$ cat src/rtl/vred_beat_seq_pkg.sv
// Shared vALU definitions: op-select and element-width codes, FSM state encoding,
// and the identity-value and elements-per-beat helpers used by the reduction sequencer.
// Pure declarations, no logic or timing.
package vred_beat_seq_pkg;

  // op select codes
  localparam logic [1:0] OP_RSVD = 2'b00;
  localparam logic [1:0] OP_AND  = 2'b01;
  localparam logic [1:0] OP_OR   = 2'b10;
  localparam logic [1:0] OP_XOR  = 2'b11;

  // element width codes; the code is also log2(bytes per element)
  localparam logic [1:0] SEW_8  = 2'b00;
  localparam logic [1:0] SEW_16 = 2'b01;
  localparam logic [1:0] SEW_32 = 2'b10;
  localparam logic [1:0] SEW_64 = 2'b11;

  typedef enum logic [1:0] {
    ST_IDLE,
    ST_SCALAR,
    ST_FETCH,
    ST_WAIT
  } state_t;

  // Fill bit for identity elements: all ones for and, zero for everything else.
  function automatic logic identity_fill(input logic [1:0] op);
    logic r;
    case (op)
      OP_AND:                  r = 1'b1;
      OP_OR, OP_XOR, OP_RSVD:  r = 1'b0;
    endcase
    return r;
  endfunction

  // log2 of elements per 64-bit beat (EPB = 8 >> sew).
  function automatic logic [1:0] epb_log2(input logic [1:0] sew);
    logic [1:0] r;
    case (sew)
      SEW_8:  r = 2'd3;
      SEW_16: r = 2'd2;
      SEW_32: r = 2'd1;
      SEW_64: r = 2'd0;
    endcase
    return r;
  endfunction

endpackage

$ cat src/rtl/vred_elem_mask.sv
// Purpose: per-element tail/mask qualification of one beat; inactive elements get the identity.
// Latency: purely combinational. Backpressure: none (no handshake).
// Ports: data/mask = beat and its v0 bits, vm = unmasked, sew/vl = element width and length,
//        beat = beat index, fill = identity fill bit, vec = qualified beat.
module vred_elem_mask
  import vred_beat_seq_pkg::*;
#(
  parameter int DATA_WIDTH = 64,
  parameter int SEW_WIDTH  = 2,
  parameter int VL_WIDTH   = 11
) (
  input  logic [DATA_WIDTH-1:0] data,
  input  logic [7:0]            mask,
  input  logic                  vm,
  input  logic [SEW_WIDTH-1:0]  sew,
  input  logic [VL_WIDTH-1:0]   vl,
  input  logic [VL_WIDTH-1:0]   beat,
  input  logic                  fill,
  output logic [DATA_WIDTH-1:0] vec
);

  localparam int LANES = DATA_WIDTH / 8;
  // global element index can reach beat*8+7, so leave headroom above VL_WIDTH
  localparam int EW = VL_WIDTH + 4;

  logic [EW-1:0] base;
  logic [EW-1:0] gidx;
  logic [2:0]    elem;
  logic          act;

  // Work per byte lane: a lane belongs to element (lane >> sew), so one
  // decision per lane covers every element width.
  always_comb begin
    vec  = '0;
    gidx = '0;
    elem = '0;
    act  = 1'b0;
    base = EW'(beat) << epb_log2(2'(sew));
    for (int j = 0; j < LANES; j++) begin
      elem = 3'(j) >> sew;
      gidx = base + EW'(elem);
      act  = (gidx < EW'(vl)) && (vm || mask[elem]);
      vec[8*j +: 8] = act ? data[8*j +: 8] : {8{fill}};
    end
  end

endmodule

$ cat src/rtl/vred_beat_seq.sv
// Purpose: sequences a vector reduction into beats (scalar beat, then one beat per fetched register beat).
// Latency: each beat is registered one cycle after its cause (request accept / read response).
// Backpressure: req_ready only in IDLE; one read outstanding; beats are pushed without a ready.
// Ports: req_* = reduction request, rd_req_* / rd_resp_* = register-beat read channel,
//        out_* = registered beat stream with start/end markers and the op/SEW it belongs to.
module vred_beat_seq
  import vred_beat_seq_pkg::*;
#(
  parameter int DATA_WIDTH  = 64,
  parameter int OPSEL_WIDTH = 2,
  parameter int SEW_WIDTH   = 2,
  parameter int VL_WIDTH    = 11,
  parameter int IDX_WIDTH   = 8
) (
  input  logic                   clk,
  input  logic                   rst,
  input  logic                   req_valid,
  output logic                   req_ready,
  input  logic [OPSEL_WIDTH-1:0] req_opSel,
  input  logic [SEW_WIDTH-1:0]   req_sew,
  input  logic [VL_WIDTH-1:0]    req_vl,
  input  logic                   req_vm,
  input  logic [DATA_WIDTH-1:0]  req_scalar,
  output logic                   rd_req_valid,
  output logic [IDX_WIDTH-1:0]   rd_req_idx,
  input  logic                   rd_resp_valid,
  input  logic [DATA_WIDTH-1:0]  rd_resp_data,
  input  logic [7:0]             rd_resp_mask,
  output logic [DATA_WIDTH-1:0]  out_vec0,
  output logic                   out_valid,
  output logic                   out_start,
  output logic                   out_end,
  output logic [OPSEL_WIDTH-1:0] out_opSel,
  output logic [SEW_WIDTH-1:0]   out_sew
);

  state_t state_q, state_d;

  logic [OPSEL_WIDTH-1:0] opsel_q;
  logic [SEW_WIDTH-1:0]   sew_q;
  logic [VL_WIDTH-1:0]    vl_q;
  logic                   vm_q;
  logic [DATA_WIDTH-1:0]  scalar_q;
  logic [VL_WIDTH-1:0]    nb_q;
  logic [VL_WIDTH-1:0]    cnt_q, cnt_d;

  logic [1:0]             req_log;
  logic [VL_WIDTH:0]      vl_round;
  logic [VL_WIDTH-1:0]    nb_calc;
  logic                   last_beat;
  logic                   fill;

  logic                   accept;
  logic                   beat_vld;
  logic                   beat_start;
  logic                   beat_end;

  logic [DATA_WIDTH-1:0]  m_data;
  logic [7:0]             m_mask;
  logic                   m_vm;
  logic [VL_WIDTH-1:0]    m_vl;
  logic [VL_WIDTH-1:0]    m_beat;
  logic [DATA_WIDTH-1:0]  m_vec;

  assign req_ready = (state_q == ST_IDLE);
  assign fill      = identity_fill(2'(opsel_q));
  assign last_beat = (cnt_q == nb_q - VL_WIDTH'(1));

  // Beat count ceil(vl / EPB), one bit wider so vl+EPB-1 cannot wrap.
  always_comb begin
    req_log  = epb_log2(2'(req_sew));
    vl_round = {1'b0, req_vl} + ((VL_WIDTH+1)'(1) << req_log) - (VL_WIDTH+1)'(1);
    nb_calc  = VL_WIDTH'(vl_round >> req_log);
  end

  // The scalar beat reuses the masking path: an unmasked one-element vector
  // whose only element is the scalar leaves element 0 and fills the rest.
  vred_elem_mask #(
    .DATA_WIDTH (DATA_WIDTH),
    .SEW_WIDTH  (SEW_WIDTH),
    .VL_WIDTH   (VL_WIDTH)
  ) u_elem_mask (
    .data (m_data),
    .mask (m_mask),
    .vm   (m_vm),
    .sew  (sew_q),
    .vl   (m_vl),
    .beat (m_beat),
    .fill (fill),
    .vec  (m_vec)
  );

  always_comb begin
    state_d      = state_q;
    cnt_d        = cnt_q;
    accept       = 1'b0;
    beat_vld     = 1'b0;
    beat_start   = 1'b0;
    beat_end     = 1'b0;
    rd_req_valid = 1'b0;
    rd_req_idx   = IDX_WIDTH'(cnt_q);
    m_data       = rd_resp_data;
    m_mask       = rd_resp_mask;
    m_vm         = vm_q;
    m_vl         = vl_q;
    m_beat       = cnt_q;

    case (state_q)
      ST_IDLE: begin
        if (req_valid) begin
          accept  = 1'b1;
          cnt_d   = '0;
          state_d = ST_SCALAR;
        end
      end
      ST_SCALAR: begin
        m_data     = scalar_q;
        m_mask     = 8'hFF;
        m_vm       = 1'b1;
        m_vl       = VL_WIDTH'(1);
        m_beat     = '0;
        beat_vld   = 1'b1;
        beat_start = 1'b1;
        beat_end   = (nb_q == '0);
        state_d    = (nb_q == '0) ? ST_IDLE : ST_FETCH;
      end
      ST_FETCH: begin
        rd_req_valid = 1'b1;
        state_d      = ST_WAIT;
      end
      ST_WAIT: begin
        if (rd_resp_valid) begin
          beat_vld = 1'b1;
          if (last_beat) begin
            beat_end = 1'b1;
            state_d  = ST_IDLE;
          end else begin
            // overlap the next read with this response to save a cycle per beat
            cnt_d        = cnt_q + VL_WIDTH'(1);
            rd_req_valid = 1'b1;
            rd_req_idx   = IDX_WIDTH'(cnt_q + VL_WIDTH'(1));
          end
        end
      end
      default: state_d = ST_IDLE;
    endcase

    // a read issued in the reset cycle would never be answered into a live reduction
    if (rst) begin
      rd_req_valid = 1'b0;
    end
  end

  always_ff @(posedge clk) begin
    if (rst) begin
      state_q   <= ST_IDLE;
      cnt_q     <= '0;
      nb_q      <= '0;
      opsel_q   <= '0;
      sew_q     <= '0;
      vl_q      <= '0;
      vm_q      <= 1'b0;
      scalar_q  <= '0;
      out_vec0  <= '0;
      out_valid <= 1'b0;
      out_start <= 1'b0;
      out_end   <= 1'b0;
      out_opSel <= '0;
      out_sew   <= '0;
    end else begin
      state_q   <= state_d;
      cnt_q     <= cnt_d;
      if (accept) begin
        opsel_q  <= req_opSel;
        sew_q    <= req_sew;
        vl_q     <= req_vl;
        vm_q     <= req_vm;
        scalar_q <= req_scalar;
        nb_q     <= nb_calc;
      end
      out_valid <= beat_vld;
      out_vec0  <= beat_vld ? m_vec : '0;
      out_start <= beat_vld & beat_start;
      out_end   <= beat_vld & beat_end;
      if (beat_vld) begin
        out_opSel <= opsel_q;
        out_sew   <= sew_q;
      end
    end
  end

endmodule
$ cat config.mk
export PLATFORM = sky130hd
export DESIGN_NAME = vred_beat_seq
export DESIGN_NICKNAME = d
export VERILOG_FILES = /design/src/rtl/vred_beat_seq_pkg.sv /design/src/rtl/vred_elem_mask.sv /design/src/rtl/vred_beat_seq.sv
export SDC_FILE = /design/constraint.sdc
export NUM_CORES = 1
export LEC_CHECK = 0
export CAP_MARGIN = 20
export CORE_MARGIN = 4
export CORE_UTILIZATION = 59
export CTS_BUF_LIST = sky130_fd_sc_hd__clkbuf_8
export DETAILED_ROUTE_END_ITERATION = 10
export PLACE_DENSITY = 0.89
export SYNTH_ARGS = -nofsm -noshare
export SYNTH_HDL_FRONTEND = slang
export SYNTH_SLANG_ARGS = --single-unit
$ cat constraint.sdc
create_clock -name clk -period 11.9 [get_ports clk]
set_input_delay 1.785 -clock clk [delete_from_list [all_inputs] [get_ports clk]]
set_output_delay 1.785 -clock clk [all_outputs]
set_load 0.1 [all_outputs]
==> impl_metrics.json <==
{
  "die_area_um2": 23070,
  "wirelength_mm": 40.29,
  "grt_first_pass_wirelength_mm": 63.65,
  "coreArea_um2": 20300,
  "cts_buffers": 17,
  "final_cell_mix": "nand2_1 (326), clkdlybuf4s50_1 (235), dfxtp_1 (175)",
  "fin_nets": 1991,
  "cts_tree": "built",
  "antenna_found_initial": 0,
  "initial_core_util": 0.6017,
  "whs_ps": 460.4,
  "slew_violations": 0,
  "power.total_mw": 1.916,
  "gp_congestion": 1.036,
  "drc": 0,
  "status": "finished, final reports clean",
  "final_common_cell": "nand2_1",
  "worst_path_largest_cell_delay_ps": 720,
  "min_period_ps": 6453,
  "syn_inst": 1553,
  "crit_path_start_kind": "flop",
  "clk_pin_slew_ps": 120,
  "p_leak_nw": 6.223,
  "finalClockSkew_ps": 28.81,
  "root_buffer": "clkbuf_8",
  "p_per_area_nw_per_um2": 127.7,
  "drive_gt1_frac": 0.05424,
  "synthesis.area_um2": 12210,
  "detailed_place_hpwl_mm": 29.51,
  "cap_viol_max_count": 0,
  "fin_setup_tns_ps": 0,
  "vdd_drop_max_mv": 0.09622,
  "slowest_stage": "dfxtp_1",
  "netlist-cell-type-count": 82,
  "end_kind": "flop",
  "ant_nets": 0,
  "drt_iter0_drc": 1115,
  "rsz0062_at_grt": "no",
  "clk_latency_ps": 490,
  "grt_max_degree": 91,
  "hold_buffers": 0,
  "io_buffers": 236,
  "postCtsSetupBuffers": 0,
  "cp_max_fo": 28,
  "synth-edff-count": 0,
  "die_height_um": 151.9,
  "die_x_um": 151.9,
  "crit_required_ps": 12250,
  "cts.htree.levels": 4,
  "fmax_mhz": 155.0,
  "hold_path_class": "reg2reg",
  "synth.avg_cell_area_um2": 7.865,
  "vias_per_cell": 6.203,
  "finalSetupViolations": 0,
  "finalNonFillerCells": 2004,
  "worstSetupPathType": "reg2reg",
  "ys_warn_count": 0,
  "syn-num-nets": 1824,
  "post_drt_wl_per_cell_um": 20.10,
  "path_cells": "inv_1, ha_1, nor2_2, nand2_1, nor2_1, ha_1, inv_1, fa_1, inv_1, a21oi_1, or2_2, nor2_1, xnor2_1, ha_1, a21oi_1, a21boi_0, o21ai_0, nand3b_1, a31oi_1, nand4b_1, o21ai_1, o21ai_0",
  "vias": 12430,
  "synthFlopType": "dfxtp_1",
  "finalHoldViolCount": 0,
  "row_count": 52,
  "yosysSeqAreaShare": 0.2868,
  "grtUsageTotal": 0.3333,
  "io_pins": 237,
  "tightest_slew_ps": 1100,
  "relSlewSlack": 0.2670,
  "cts_sinks": 175,
  "yosys_register_bits": 175,
  "grt_pass1_vias": 11980,
  "place_inst": 1970,
  "worstPathArrival_ps": 6800,
  "area_delta_synth_final_pct": 22.83,
  "grt-ovfl-total": 0,
  "post-route-period-util": 0.5423,
  "ctsResizeCount": 0,
  "clk_path_buf_depth": 2,
  "async_flop_share": 0,
  "drt-pass1-iter-count": 5
}
-- cell type report --
class | count | area [µm²]
antenna | 1 | 2.502
clock buffer | 17 | 234.0
clock inverter | 15 | 186.4
fill | 1529 | 5296
inverter | 57 | 214.0
multi-input combinational | 1222 | 8085
sequential | 175 | 3503
tap | 270 | 337.8
timing repair buffer | 247 | 2440
-- synthesized netlist by cell type (all sizes together), types with 4 or more instances --
master,count,area share
o31ai,4,0.0025
and4,7,0.0050
nor3,21,0.0086
clkbuf,73,0.022
mux4,8,0.015
xor2,20,0.014
nor4,7,0.0060
o2111ai,4,0.0029
or4,10,0.0065
buf,26,0.013
o21a,7,0.0043
o211ai,24,0.015
fa,5,0.0082
o21ai,90,0.038
or2,8,0.0041
a221oi,4,0.0029
nand3b,4,0.0025
nand2,327,0.10
and2,6,0.0031
and3,9,0.0046
a211oi,10,0.0061
o21bai,5,0.0031
inv,57,0.018
xnor2,64,0.046
a21o,25,0.015
nand3,20,0.0082
nor2b,8,0.0041
nand4,13,0.0067
a22oi,7,0.0043
o311ai,4,0.0029
a221o,4,0.0033
nor2,80,0.025
o22ai,8,0.0041
or3,4,0.0020
a31oi,19,0.0097
dfxtp,175,0.29
a21oi,147,0.061
a2111oi,6,0.0043
nand2b,8,0.0041
ha,110,0.11
mux2i,60,0.049
mux2,15,0.014
-- final timing paths --
kind	startpoint	to	slack, ps	cells past startpoint
setup / recovery	sew_q[1]$_SDFFE_PP0P_	out_vec0[63]$_SDFF_PP0_	5450	22
hold / removal	scalar_q[54]$_SDFFE_PP0P_	scalar_q[54]$_SDFFE_PP0P_	460	2
setup reg to reg	sew_q[1]$_SDFFE_PP0P_	out_vec0[63]$_SDFF_PP0_	5450	22
hold reg to reg	scalar_q[54]$_SDFFE_PP0P_	scalar_q[54]$_SDFFE_PP0P_	460	2
-- sequential cells by signal (all words and copies together) (netlist names), 2 cells and up, named ones only --
signal	cells
nb_q	11
opsel_q	2
out_vec0	64
out_opSel	2
scalar_q	64
sew_q	2
out_sew	2
vl_q	11
cnt_q	11
-- metal layers --
| metal | track usage | share of wire | up-vias |
|---|---|---|---|
| li1 | - | - | 5806 |
| met1 | 0.4268 | 0.40 | 5831 |
| met2 | 0.5567 | 0.47 | 666 |
| met3 | 0.06058 | 0.089 | 128 |
| met4 | 0.1348 | 0.042 | 0 |
| met5 | 0 | 0 | - |
-- power by group --
group          switching [mW]  internal [mW]  leakage, nW
Sequential             0.0338          0.636         1.43
Combinational           0.520          0.281         4.59
Clock                   0.264          0.180        0.212
Total                   0.818           1.10         6.22
-- logic make-up after synthesis --
| family | after synthesis | share of synthesized area |
|---|---|---|
| XOR/XNOR | 84 | 0.06023 |
| adder cells (fa/ha/maj) | 115 | 0.1209 |
| flip-flops | 175 | 0.2868 |
| multiplexers | 83 | 0.07775 |
| AO/OA/AOI/OAI | 394 | 0.1991 |
| buffers and inverters | 156 | 0.05327 |
| AND/OR/NAND/NOR | 546 | 0.2019 |
-- worst max-delay path: cells and delay by family, from the launching register on --
| family | cells | cell delay (ps) |
|---|---|---|
| simple gates | 7 | 2050 |
| fa+ha+maj | 4 | 1670 |
| compound gates | 7 | 1260 |
| flops | 1 | 720 |
| buf+inv | 3 | 510 |
| xor+xnor | 1 | 90 |
-- metrics by stage --
step	utilization	worst slack (ps)	instance area, µm²
finish	0.7391	5447	15000
global route	0.7390	4941	15000
CTS	0.7387	5615	15000
detailed placement	0.7180	5661	14580
global placement	0.7180	5833	14580
floorplan	-	5684	12210
(Power assumes the default switching activity.)
